## src/rtl/wb_bridge_pkg.sv

```systemverilog
// Shared types and helpers for the Wishbone-to-SRAM line bridge.
// The watchdog is built only when WB_SRAM_BRIDGE_TIMEOUT_EN is defined.
package wb_bridge_pkg;

   localparam int LANES  = 4;
   localparam int LANE_W = 32;

   typedef enum logic [2:0] {
      IDLE,
      ISSUE,
      WAIT,
      DONE,
      ERR
   } state_t;

   // First lane at or above 'from' with a nonzero byte-enable nibble.
   // Returns LANES when no such lane exists.
   function automatic logic [2:0] next_lane(
      input logic [4*LANES-1:0] sel,
      input logic [2:0]         from
   );
      logic [2:0] r;
      r = 3'(LANES);
      for (int i = LANES - 1; i >= 0; i--) begin
         if (3'(i) >= from && sel[4*i +: 4] != 4'h0)
            r = 3'(i);
      end
      return r;
   endfunction

endpackage

```

## src/rtl/bridge_watchdog.sv

```systemverilog
// Stall watchdog for the SRAM bridge; only present when
// WB_SRAM_BRIDGE_TIMEOUT_EN is defined.
`ifdef WB_SRAM_BRIDGE_TIMEOUT_EN
module bridge_watchdog #(
   parameter int LIMIT = 255
) (
   input  logic clk,
   input  logic rst,
   input  logic active,
   input  logic clear,
   output logic timeout
);

   localparam int W = $clog2(LIMIT + 1);

   logic [W-1:0] cnt;

   // Fires on the LIMIT-th consecutive cycle without progress.
   assign timeout = active && !clear && (cnt == W'(LIMIT - 1));

   always_ff @(posedge clk or negedge rst) begin
      if (!rst)
         cnt <= '0;
      else if (!active || clear)
         cnt <= '0;
      else if (!timeout)
         cnt <= cnt + W'(1);
   end

endmodule
`endif

```

## src/rtl/wb_sram_bridge.sv

```systemverilog
// Wishbone B4 classic 128-bit slave to 32-bit SRAM bridge, serial beats.
// Optional watchdog: define WB_SRAM_BRIDGE_TIMEOUT_EN.
module wb_sram_bridge
   import wb_bridge_pkg::*;
#(
   parameter logic [31:0] MEM_BASE       = 32'h0000_0000,
   parameter int          MEM_WORDS      = 16384,
   parameter int          TIMEOUT_CYCLES = 255
) (
   input  logic                         clk,
   input  logic                         rst,
   input  logic [31:0]                  wb_adr_i,
   input  logic [127:0]                 wb_dat_i,
   output logic [127:0]                 wb_dat_o,
   input  logic                         wb_we_i,
   input  logic [15:0]                  wb_sel_i,
   input  logic                         wb_stb_i,
   input  logic                         wb_cyc_i,
   output logic                         wb_ack_o,
   output logic                         wb_err_o,
   output logic                         wb_rty_o,
   output logic                         mem_req,
   input  logic                         mem_gnt,
   output logic [$clog2(MEM_WORDS)-1:0] mem_addr,
   output logic                         mem_we,
   output logic [3:0]                   mem_be,
   output logic [31:0]                  mem_wdata,
   input  logic [31:0]                  mem_rdata,
   input  logic                         mem_rvalid
);

   localparam int AW = $clog2(MEM_WORDS);

   state_t         state;
   state_t         state_n;
   logic [AW-1:0]  base_q;
   logic [1:0]     beat;
   logic [15:0]    sel_q;
   logic           we_q;
   logic [127:0]   wdat_q;
   logic [127:0]   rdat_q;
   logic           aborted;
   logic [31:0]    off;
   logic           bad;
   logic           accept;
   logic           timeout;
   logic [2:0]     nxt;
   logic [2:0]     first;

   assign off   = wb_adr_i - MEM_BASE;
   assign bad   = (wb_adr_i[3:0] != 4'h0) || (wb_adr_i < MEM_BASE)
                  || (off >= 32'(4 * MEM_WORDS));
   assign first = next_lane(wb_sel_i, 3'd0);
   assign nxt   = next_lane(sel_q, {1'b0, beat} + 3'd1);

`ifdef WB_SRAM_BRIDGE_TIMEOUT_EN
   bridge_watchdog #(
      .LIMIT(TIMEOUT_CYCLES)
   ) u_wdog (
      .clk    (clk),
      .rst    (rst),
      .active (state == ISSUE || state == WAIT),
      .clear  ((state == ISSUE && mem_gnt) || (state == WAIT && mem_rvalid)),
      .timeout(timeout)
   );
`else
   // No watchdog: a stalled memory is waited on forever.
   assign timeout = (TIMEOUT_CYCLES < 0);
`endif

   always_ff @(posedge clk or negedge rst) begin
      if (!rst)
         state <= IDLE;
      else
         state <= state_n;
   end

   always_comb begin
      state_n  = state;
      accept   = 1'b0;
      mem_req  = 1'b0;
      wb_ack_o = 1'b0;
      wb_err_o = 1'b0;
      unique case (state)
         IDLE: begin
            if (wb_cyc_i && wb_stb_i) begin
               accept = 1'b1;
               if (bad)
                  state_n = ERR;
               else if (wb_sel_i == 16'h0)
                  state_n = DONE;
               else
                  state_n = ISSUE;
            end
         end
         ISSUE: begin
            mem_req = 1'b1;
            if (timeout)
               state_n = wb_cyc_i ? ERR : IDLE;
            else if (mem_gnt) begin
               if (!we_q)
                  state_n = WAIT;
               else if (!wb_cyc_i)
                  state_n = IDLE;
               else if (nxt[2])
                  state_n = DONE;
            end else if (!wb_cyc_i)
               state_n = IDLE;
         end
         WAIT: begin
            // An abandoned read still owns the memory until its data returns.
            if (timeout)
               state_n = (wb_cyc_i && !aborted) ? ERR : IDLE;
            else if (mem_rvalid) begin
               if (aborted || !wb_cyc_i)
                  state_n = IDLE;
               else if (nxt[2])
                  state_n = DONE;
               else
                  state_n = ISSUE;
            end
         end
         DONE: begin
            wb_ack_o = 1'b1;
            state_n  = IDLE;
         end
         ERR: begin
            wb_err_o = 1'b1;
            state_n  = IDLE;
         end
         default: state_n = IDLE;
      endcase
   end

   always_ff @(posedge clk or negedge rst) begin
      if (!rst) begin
         base_q  <= '0;
         beat    <= '0;
         sel_q   <= '0;
         we_q    <= 1'b0;
         wdat_q  <= '0;
         rdat_q  <= '0;
         aborted <= 1'b0;
      end else begin
         if (accept) begin
            base_q  <= off[AW+1:2];
            sel_q   <= wb_sel_i;
            we_q    <= wb_we_i;
            wdat_q  <= wb_dat_i;
            rdat_q  <= '0;
            aborted <= 1'b0;
            beat    <= first[1:0];
         end
         if (state == ISSUE && mem_gnt && we_q && !nxt[2])
            beat <= nxt[1:0];
         if (state == WAIT && mem_rvalid) begin
            if (!aborted && wb_cyc_i)
               rdat_q[int'(beat)*LANE_W +: LANE_W] <= mem_rdata;
            if (!nxt[2])
               beat <= nxt[1:0];
         end
         if ((state == ISSUE || state == WAIT) && !wb_cyc_i)
            aborted <= 1'b1;
      end
   end

   assign mem_addr  = mem_req ? base_q + AW'(beat) : '0;
   assign mem_we    = mem_req & we_q;
   assign mem_be    = mem_req ? sel_q[int'(beat)*4 +: 4] : 4'h0;
   assign mem_wdata = mem_req ? wdat_q[int'(beat)*LANE_W +: LANE_W] : '0;
   assign wb_dat_o  = wb_ack_o ? rdat_q : '0;
   assign wb_rty_o  = 1'b0;

endmodule

```

## config.mk

```make
export PLATFORM = sky130hd
export DESIGN_NAME = wb_sram_bridge
export DESIGN_NICKNAME = d
export VERILOG_FILES = /design/src/rtl/wb_bridge_pkg.sv /design/src/rtl/bridge_watchdog.sv /design/src/rtl/wb_sram_bridge.sv
export SDC_FILE = /design/constraint.sdc
export NUM_CORES = 1
export LEC_CHECK = 0
export BUFFER_PORTS_ARGS = -buffer_cell sky130_fd_sc_hd__buf_2
export CORE_MARGIN = 3
export CORE_UTILIZATION = 52
export DETAILED_ROUTE_END_ITERATION = 12
export GPL_ROUTABILITY_DRIVEN = 0
export HOLD_SLACK_MARGIN = 0.03
export PLACE_DENSITY = 0.8
export RECOVER_POWER = 25
export SYNTH_ARGS = -nofsm -noshare
export SYNTH_HDL_FRONTEND = slang
export SYNTH_HIERARCHICAL = 1
export SYNTH_SLANG_ARGS = --single-unit
```

## constraint.sdc

```tcl
create_clock -name clk -period 3.2 [get_ports clk]
set_clock_uncertainty 0.05 [all_clocks]
set_input_delay 0.16 -clock clk [delete_from_list [all_inputs] [get_ports clk]]
set_output_delay 0.16 -clock clk [all_outputs]
set_load 0.01 [all_outputs]
```

# Word level (Yosys, flattened, before mapping)
# Cells that the tools add are included.
# word_totals
input_bits,215
regBits,293
output_inout_bits,183
# classes
eq_ne,8
bitwise_logic,1
add_sub_neg,3
magnitude_cmp,6
mux,39
shift,4
reduce_logical,31
# op_table
op,n
two-way mux 128 bit,4
bitwise mux 128 bit,1
variable shift 32 x 33 -> 128 bit (first input constant),1
indexed part select 128 x 8 -> 32 bit,1
indexed part select 32 x 33 -> 128 bit,1
two-way mux 3 bit,12
nonzero test 4 bit,9
negation 7 -> 33 bit,1
>= comparator 32 x 17 -> 1 bit (second input constant),1
less-than comparator 32 x 1 -> 1 bit (second input constant),1
two-way mux 32 bit,1
two-way mux 2 bit,11
zero test 16 bit,1
indexed part select 16 x 5 -> 4 bit,1
adder 14 x 2 -> 14 bit,1
two-way mux 14 bit,1
logical AND 1 bit,11
one-hot mux 3 bit (3 select lines),1
two-way mux 1 bit,7
equality test 3 x 2 -> 1 bit (second input constant),2
>= comparator 1 x 3 -> 1 bit (first input constant),2
>= comparator 2 x 3 -> 1 bit (first input constant),2
logical OR 1 bit,4
two-way mux 4 bit,1
11 further kinds,14

# Logic depth before layout (Yosys ltp)
# Gate-level depths: netlist of run 1.
# logic_depth
depth_word,12
depth_mapped,9
ltp_nobuf,7

# Least setup slack after synthesis of run 1
# No wires, ideal clock.
# synth_path
kind,flip-flop to flip-flop
start,register beat[1]
end,register state[1]
slack_ps,470
required_time_ps,3071
path_stages_with_launch,10
arrival_ps,2600
synth_period_minus_slack_ps,2730
setup_ps,79
path_cell_list,dfrtp_1 > buf_1 > clkbuf_1 > inv_1 > ha_1 > o41ai_1 > o21ai_0 > or3_1 > a41oi_1 > a2bb2oi_1
# synth_via
elab_chain_len,11
elab_cells_between_ends,19
# synth_rtl
element,line,source
from (decl),wb_sram_bridge.sv:37,logic [1:0] beat;
from (signal assigned),wb_sram_bridge.sv:152,beat <= first[1:0];
from (signal assigned),wb_sram_bridge.sv:155,beat <= nxt[1:0];
from (signal assigned),wb_sram_bridge.sv:160,beat <= nxt[1:0];
adder 2 x 1 -> 3 bit (*),wb_sram_bridge.sv:54,"assign nxt = next_lane(sel_q, {1'b0, beat} + 3'd1);"
>= comparator 2 x 3 -> 1 bit,wb_bridge_pkg.sv:25,if (3'(i) >= from && sel[4*i +: 4] != 4'h0)
logical AND 1 bit,wb_bridge_pkg.sv:25,
two-way mux 3 bit (3 in series),wb_bridge_pkg.sv:25,
two-way mux 3 bit (*),wb_bridge_pkg.sv:25,
two-way mux 2 bit,wb_sram_bridge.sv:117,else if (nxt[2])
two-way mux 2 bit,wb_sram_bridge.sv:115,if (aborted || !wb_cyc_i)
two-way mux 3 bit,wb_sram_bridge.sv:114,else if (mem_rvalid) begin
one-hot mux 3 bit (3 select lines),wb_sram_bridge.sv:84,unique case (state)
to (signal assigned),wb_sram_bridge.sv:75,state <= state_n;
to (decl),wb_sram_bridge.sv:34,state_t state;
# Mark *: on every way between the ends. The rest lies on a longest branch, timed or not. The select of a mux whose other input is x is not followed.
# A chain may end at the register's enable or synchronous reset.

# Worst setup path after layout of run 1
# layout_path
start,input port wb_adr_i[3]
end,register state[2]
# layout_via
elab_chain_len,6
elab_cells_between_ends,8
# layout_rtl
element,line,source
from (decl),wb_sram_bridge.sv:12,"input logic [31:0] wb_adr_i,"
less-than comparator 32 x 1 -> 1 bit / nonzero test 4 bit (equally long branches),wb_sram_bridge.sv:51,assign bad = (wb_adr_i[3:0] != 4'h0) || (wb_adr_i < MEM_BASE)
logical OR 1 bit,wb_sram_bridge.sv:51,
logical OR 1 bit (*),wb_sram_bridge.sv:52,|| (off >= 32'(4 * MEM_WORDS));
two-way mux 3 bit (*),wb_sram_bridge.sv:88,if (bad)
two-way mux 3 bit (*),wb_sram_bridge.sv:86,if (wb_cyc_i && wb_stb_i) begin
one-hot mux 3 bit (3 select lines) (*),wb_sram_bridge.sv:84,
# Marks and branches as above.

==> results by group, run 1 <==
Layout
  • Most frequent cells in the layout: nand2_1 (489), buf_2 (395), dfrtp_1 (291)
  • Layout cells sized above 1: 26.8%
  • Area grow syn2layout: 39.1%
  • Nets: roughly 2.1k
  • Commonest non-fill, non-tap cell in the layout: nand2_1
  • Filler cells: between 1.5k and 2k
  • Final Instance Area: between 15,000 and 20,000 um^2

Yosys
  • Synth Flop Type: dfrtp_1
  • Seq cells post-synth: a little under 300
  • Synth Warn #: 6
  • Library cells used by synthesis: between 40 and 50
  • Syn Inst Count: ~1.3k
  • EDFF count, synth: 0
  • Cell Area, Synth: 13,500 um^2
  • Syn nets: around 1.6k
  • Ys async rst share: 100%
  • Sequential share of the synthesized area: 54.5%
  • Mean post-synth cell area: about 10 um^2

Placement
  • DP HPWL: roughly 26,000 um
  • Instance area after placement: between 15,000 and 20,000 um^2
  • IO buf count: 396
  • Worst slack at placement: between 0.8 and 0.9 ns

Timing
  • RSZ-0062 raised after global routing: false
  • Slew Limit Fails: 0
  • Total negative slack: 0 ns
  • Final setup fails: 0
  • Final min period: approximately 2.8 ns
  • Final hold viol count: 0
  • Slew HR: 3.47%
  • Final worst setup slack: a little under 0.4 ns
  • Worst-Margin Slew: 1.45 ns
  • Period Utilization, post-route: between 80 and 90%
  • Max frequency: between 300 and 400 MHz
  • Fin Hold WS: about 0.084 ns

Setup path
  • Reg2reg start: state[0]
  • Critical Path Max Stage Delay: between 0.6 and 0.7 ns
  • Crit Path Class: in2reg
  • Flop-to-flop setup slack: approximately 0.83 ns
  • Reg2reg end: rdat_q[65]
  • Worst EP required: between 3 and 4 ns
  • Worst reg-to-reg path cell count: 6
  • Max stage delay cell, worst path: dlygate4sd3_1
  • Crit path DAT: approximately 3.2 ns
  • Critical path's most frequent cell: dlygate4sd3_1
  • Worst path bufs/invs: 5
  • Worst path top cell family by delay: buffers and inverters
  • Crit-path cells: dlygate4sd3_1 > buf_2 > nor4_1 > dlygate4sd3_1 > nand2_1 > dlygate4sd3_1 > nor2_1 > dlygate4sd3_1 > nor2_1
  • Worst setup SP type: primary input
  • CP max FO: 3
  • Worst Setup End Kind: flip-flop

Drt
  • Wire per inst: around 20 um
  • DR pass1 iterations: 7
  • Vias/cell: just under 6
  • Vias post-DR: around 13k
  • Final wirelength: between 40,000 and 50,000 um
  • Routed Antenna Nets: 0
  • 1st-iter DRT viols: 1,412
  • Residual DRC count: 0

Die
  • Row count: just under 60
  • Io pins: about 400
  • Die area: roughly 28,000 um^2
  • Initial core utilization: 53.1%
  • Chip height: approximately 170 um
  • Die width: 167 um
  • Core ar.: approximately 25,000 um^2

CTS
  • Clock-pin slew on the worst setup and hold paths: about 0.06 ns
  • Clock buffer depth: 3
  • CTS Buf Count: 30
  • H-tree levels: 1
  • Clock tree sinks: roughly 290
  • Root Driver: clkbuf_16
  • CTS tree: yes
  • Postcts setup bufs: 0
  • Clock Latency Late Sink: between 0.5 and 0.6 ns

Power
  • Leakage power: 9.90 nW
  • PD cells: about 480 nW/um^2
  • Sw Ratio: 25.7%
  • Internal power: roughly 6.7 mW
  • Seq pwr share: around 48%
  • Sw Pwr: approximately 2.3 mW
  • Clock share of power: roughly two fifths
  • Worst vdd ir: between 0.3 and 0.4 mV
  • Logic pwr share: between 10% and 20%

Outcome
  • Status: complete, no violations

Global route
  • Initial antenna violation count: 4
  • Total GRT Usage: between 30% and 40%
  • GRT Residual Overflow: 0
  • First-pass GRT wire length: approximately 73,000 um
  • Vias in the first global route: approximately 13k
  • Largest net degree at the start of global routing: between 150 and 200

Min path
  • Worst min-delay path class: in2reg
  • Beginning of the worst hold path: wb_stb_i
  • Worst Hold Path EP: state[0]
  • Worst Hold Path Cells: 4

Job
  • Maxcap violations: 0
## per-layer routing
layer  wire, um  track usage [%]  part of all wire [%]  vias to the layer above
li1           -                -                     -                     5570
met1      16900             40.1                    37                     6288
met2      22100             54.2                    48                      938
met3       4330             7.03                   9.4                      209
met4       2560             15.4                   5.6                        0
met5          0                0                     0                        -
## cells by family (layout without fill, tap and decap cells)
family / count (synthesis) / after routing / share of synthesized area, %
adder cells (fa/ha/maj): 10 / 10 / 0.986
AND/OR/NAND/NOR: 730 / 730 / 24.8
flip-flops: 293 / 293 / 54.5
XOR/XNOR: 11 / 11 / 0.716
multiplexers: 36 / 36 / 6.03
AO/OA/AOI/OAI: 159 / 159 / 9.81
buffers and inverters: 96 / 673 / 3.09
other: 1 / 6 / 0.0279
## final cells by class
type                            instances  area, um^2  area share, %
Sequential cell                       293        7330           39.2
Multi-Input combinational cell        947        5750           30.7
Timing Repair Buffer                  615        4190           22.4
Clock buffer                           43         861           4.60
Tap cell                              330         413           2.21
Clock inverter                         11         136          0.729
Inverter                                4        15.0         0.0803
Antenna cell                            5        12.5         0.0669
## worst max path at each step
stage / startpoint / endpoint / cells after the start
2_1_floorplan: beat[1] / state[1] / 9
3_3_place_gp: state[1] / beat[0] / 6
3_5_place_dp: state[1] / beat[0] / 6
4_1_cts: wb_adr_i[3] / state[2] / 9
5_1_grt: rst / wdat_q[115] / 3
6_report: wb_adr_i[3] / state[2] / 9
## power by group through the flow
| stage | clock [mW] | combinational (mW) | sequential [mW] |
|---|---|---|---|
| after global routing | 3.77 | 1.25 | 4.28 |
| after floorplan | 0 | 0.529 | 4.21 |
| after global placement | 0 | 0.852 | 4.27 |
| after CTS | 3.60 | 1.08 | 4.23 |
| after detailed placement | 0 | 0.881 | 4.29 |
| final | 3.57 | 1.14 | 4.27 |
## synthesized netlist by cell type (6+ instances only)
cell,count,share of area [%]
a21oi_1,12,0.45
a22o_1,128,8.3
and2_1,169,7.9
buf_1,7,0.20
buf_2,32,1.2
clkbuf_1,49,1.4
dfrtp_1,293,55
ha_1,9,0.84
mux4_2,36,6.0
nand2_1,489,14
nand3_1,8,0.30
nor2_1,25,0.70
nor4_1,12,0.56
o21ai_0,6,0.22
xor2_1,6,0.39
## through the flow
stage	util [%]	cells	power, mW
6_report	73.9	2248	8.98
5_1_grt	73.8	2246	9.31
4_1_cts	73.9	2243	8.91
3_5_place_dp	62.1	1989	5.17
3_3_place_gp	62.1	1989	5.12
2_1_floorplan	-	1336	4.74
## tightest hold or removal path, stage by stage
cell and delay, ns:
buf_2 0.14, nand2_1 0.07, a221o_1 0.18, o22ai_1 0.08
## state kept, by name, summed over array words and instances (netlist names)
| signal | cells |
|---|---|
| wdat_q | 128 |
| base_q | 14 |
| sel_q | 16 |
| beat | 2 |
| rdat_q | 128 |
| state | 3 |
| we_q | 1 |
| aborted | 1 |
## what timing repair did
action	CTS	global route
resized for setup	0	0
hold endpoints to repair	535	0
hold buffers	200	0
No activity file was read; power rests on OpenSTA's default activity.
==> inputs of run 2 (changes only) <==
--- a/config.mk
+++ b/config.mk
@@ -13,6 +13,7 @@
 export HOLD_SLACK_MARGIN = 0.03
 export PLACE_DENSITY = 0.8
 export RECOVER_POWER = 25
+export REMOVE_ABC_BUFFERS = 1
 export SYNTH_ARGS = -nofsm -noshare
 export SYNTH_HDL_FRONTEND = slang
 export SYNTH_HIERARCHICAL = 1
==> results by group, run 2 (synthesis results as in run 1) <==
Outcome
  • Status: finished with violations
  • Violated checks: max-capacitance violations, max-slew violations

Layout
  • Nets: 2,118 (+0.095%)
  • Area grow syn2layout: 39.1% (about the same)
  • Top flop regs: rdat_q (128), wdat_q (128), sel_q (16)
  • Most frequent cells in the layout: nand2_1 (489), buf_2 (395), dfrtp_1 (291)
  • Commonest non-fill, non-tap cell in the layout: nand2_1
  • Layout cells sized above 1: 26.7% (-0.091 points)
  • Finished Layout Cells: 2,247 (-0.044%)

Drt
  • 1st-iter DRT viols: 1,335 (-5.5%)
  • Residual DRC count: 0 (unchanged)
  • Final wirelength: 46,100 um (+0.26%)
  • Vias post-DR: 13.1k (+0.51%)
  • Wire per inst: 20.5 um (+0.31%)
  • Vias/cell: 5.82 (+0.55%)
  • Routed Antenna Nets: 0 (unchanged)
  • DR pass1 iterations: 7 (unchanged)

Timing
  • RSZ-0062 raised after global routing: false
  • Final worst setup slack: 0.279 ns (-0.118 ns)
  • Final hold viol count: 0 (unchanged)
  • Final min period: 2.92 ns (+0.118 ns)
  • Slew Limit Fails: 77 (+77)
  • Max frequency: 342 MHz (-4.0%)
  • Period Utilization, post-route: 91.3% (+3.7 points)
  • Worst-Margin Slew: 2.09 ns (+0.639 ns)
  • Final setup fails: 0 (unchanged)
  • Slew HR: -39.1% (-43 points)
  • Total negative slack: 0 ns (unchanged)

CTS
  • Postcts setup bufs: 0 (unchanged)
  • Clock Latency Late Sink: 0.55 ns (about the same)
  • CTS Buf Count: 30 (unchanged)
  • Clock-pin slew on the worst setup and hold paths: 0.06 ns (about the same)
  • Clock buffer depth: 3 (unchanged)
  • Clock tree sinks: 293 (unchanged)
  • H-tree levels: 1 (unchanged)
  • CTS tree: yes
  • Root Driver: clkbuf_16

Power
  • Worst vdd ir: 0.398 mV (+2.4%)
  • Clock share of power: 39.5% (-0.3 points)
  • Seq pwr share: 47.5% (about the same)
  • Leakage power: 9.90 nW (about the same)
  • Logic pwr share: 13.0% (+0.3 points)
  • Sw Pwr: 2.32 mW (+0.24%)
  • PD cells: 480 nW/um^2 (about the same)
  • Sw Ratio: 25.8% (+0.052 points)
  • Internal power: 6.66 mW (about the same)

Setup path
  • Worst path bufs/invs: 1 (-4)
  • Reg2reg start: state[1]
  • Worst path top cell family by delay: flip-flops
  • CP max FO: 16 (+13)
  • Worst EP required: 2.99 ns (-0.57 ns)
  • Crit path DAT: 2.71 ns (-0.45 ns)
  • Worst Setup End Kind: primary output
  • Critical Path Max Stage Delay: 0.61 ns (about the same)
  • Crit-path cells: ha_1 > fa_1 > nand4_1 > or3_1 > a21oi_1 > buf_2
  • Worst setup SP type: flip-flop
  • Crit Path Class: reg2out
  • CP Launch Point: beat[0]
  • Max stage delay cell, worst path: dfrtp_2

Placement
  • IO buf count: 396 (unchanged)
  • DP HPWL: 25,400 um (-3.4%)
  • DP Cell Count: 1,991 (+0.10%)
  • Worst slack at placement: 0.853 ns (+0.00363 ns)

Global route
  • Largest net degree at the start of global routing: 130 (-18%)
  • GRT Residual Overflow: 0 (unchanged)
  • Met2 Usage GRT: 55.5% (+1.3 points)
  • First-pass GRT wire length: 73,900 um (+1.5%)
  • Initial antenna violation count: 3 (-1)
  • Most used routing layer: met2
  • Grt met3 use: 7.29% (+0.26 points)
  • Total GRT Usage: 32.7% (+0.36 points)
  • GRT met1 Usage: 40.5% (+0.36 points)
  • Vias in the first global route: 13.6k (+2.0%)

Job
  • Maxcap violations: 1 (+1)

Die
  • Io pins: 398 (unchanged)
  • Chip height: 167 um (unchanged)
  • Row count: 58 (unchanged)
  • Core ar.: 25,300 um^2 (unchanged)
  • Initial core utilization: 53.1% (unchanged)
  • Die width: 167 um (unchanged)
  • Die area: 27,800 um^2 (unchanged)

Min path
  • Worst min-delay path class: in2reg
  • Beginning of the worst hold path: wb_adr_i[24]
run 2: cell count changes in the layout (fill, tap and decap cells not counted):
cell,previous run,this run
buf_12,5,6
clkbuf_2,1,4
buf_4,13,12
clkbuf_4,1,0
clkinv_2,6,3
clkinvlp_4,1,0
clkbuf_1,8,9
run 2: final timing paths:
| check | slack, ns | endpoint | cells past startpoint |
|---|---|---|---|
| setup / recovery | 0.28 | mem_addr[8] | 6 |
| hold / removal | 0.09 | state[0] | 6 |
| setup reg to reg | 0.74 | wdat_q[41] | 6 |
| hold reg to reg | 0.42 | wdat_q[0] | 2 |
| max in group asynchronous | 0.84 | rdat_q[68] | 3 |
| min in group asynchronous | 0.69 | rdat_q[94] | 2 |
run 2: cell type report:
class	count	area [um^2]
Timing Repair Buffer	617	4210
Antenna cell	5	12.5
Clock buffer	44	865
Fill cell	1555	6620
Tap cell	330	413
Clock inverter	7	114
Multi-Input combinational cell	947	5750
Inverter	4	15.0
Sequential cell	293	7330
run 2: timing repair:
item | CTS | global route
endpoints found under the hold margin | 365 | 0
hold buffers | 200 | 0
gates resized for setup | 0 | 0
run 2: metrics by stage:
stage	power [mW]	hold WS [ns]	instance area, um^2	utilization [%]
2_1_floorplan	4.74	-0.186	13100	-
3_3_place_gp	5.13	0.142	15700	62.1
3_5_place_dp	5.18	0.141	15700	62.1
4_1_cts	8.86	0.0658	18700	73.9
5_1_grt	9.30	0.115	18700	73.8
6_report	8.98	0.0950	18700	73.9
run 2: worst min-delay path, stage by stage:
cell	delay (ns)
buf_2	0.07
nor4_1	0.04
nand3_1	0.07
nor2_1	0.07
a21oi_1	0.14
o22ai_1	0.08
run 2: routing by layer:
layer | vias to the layer above | routed length (um)
met2 | 1017 | 22200
met5 | - | 0
met4 | 0 | 2220
li1 | 5573 | -
met1 | 6270 | 16900
met3 | 211 | 4710
run 2: power by group through the flow:
stage               Sequential (mW)  Clock, mW  Combinational, mW
global placement               4.26          0              0.865
detailed placement             4.28          0              0.894
finish                         4.26       3.55               1.17
floorplan                      4.22          0              0.518
global route                   4.28       3.74               1.28
CTS                            4.22       3.55               1.09
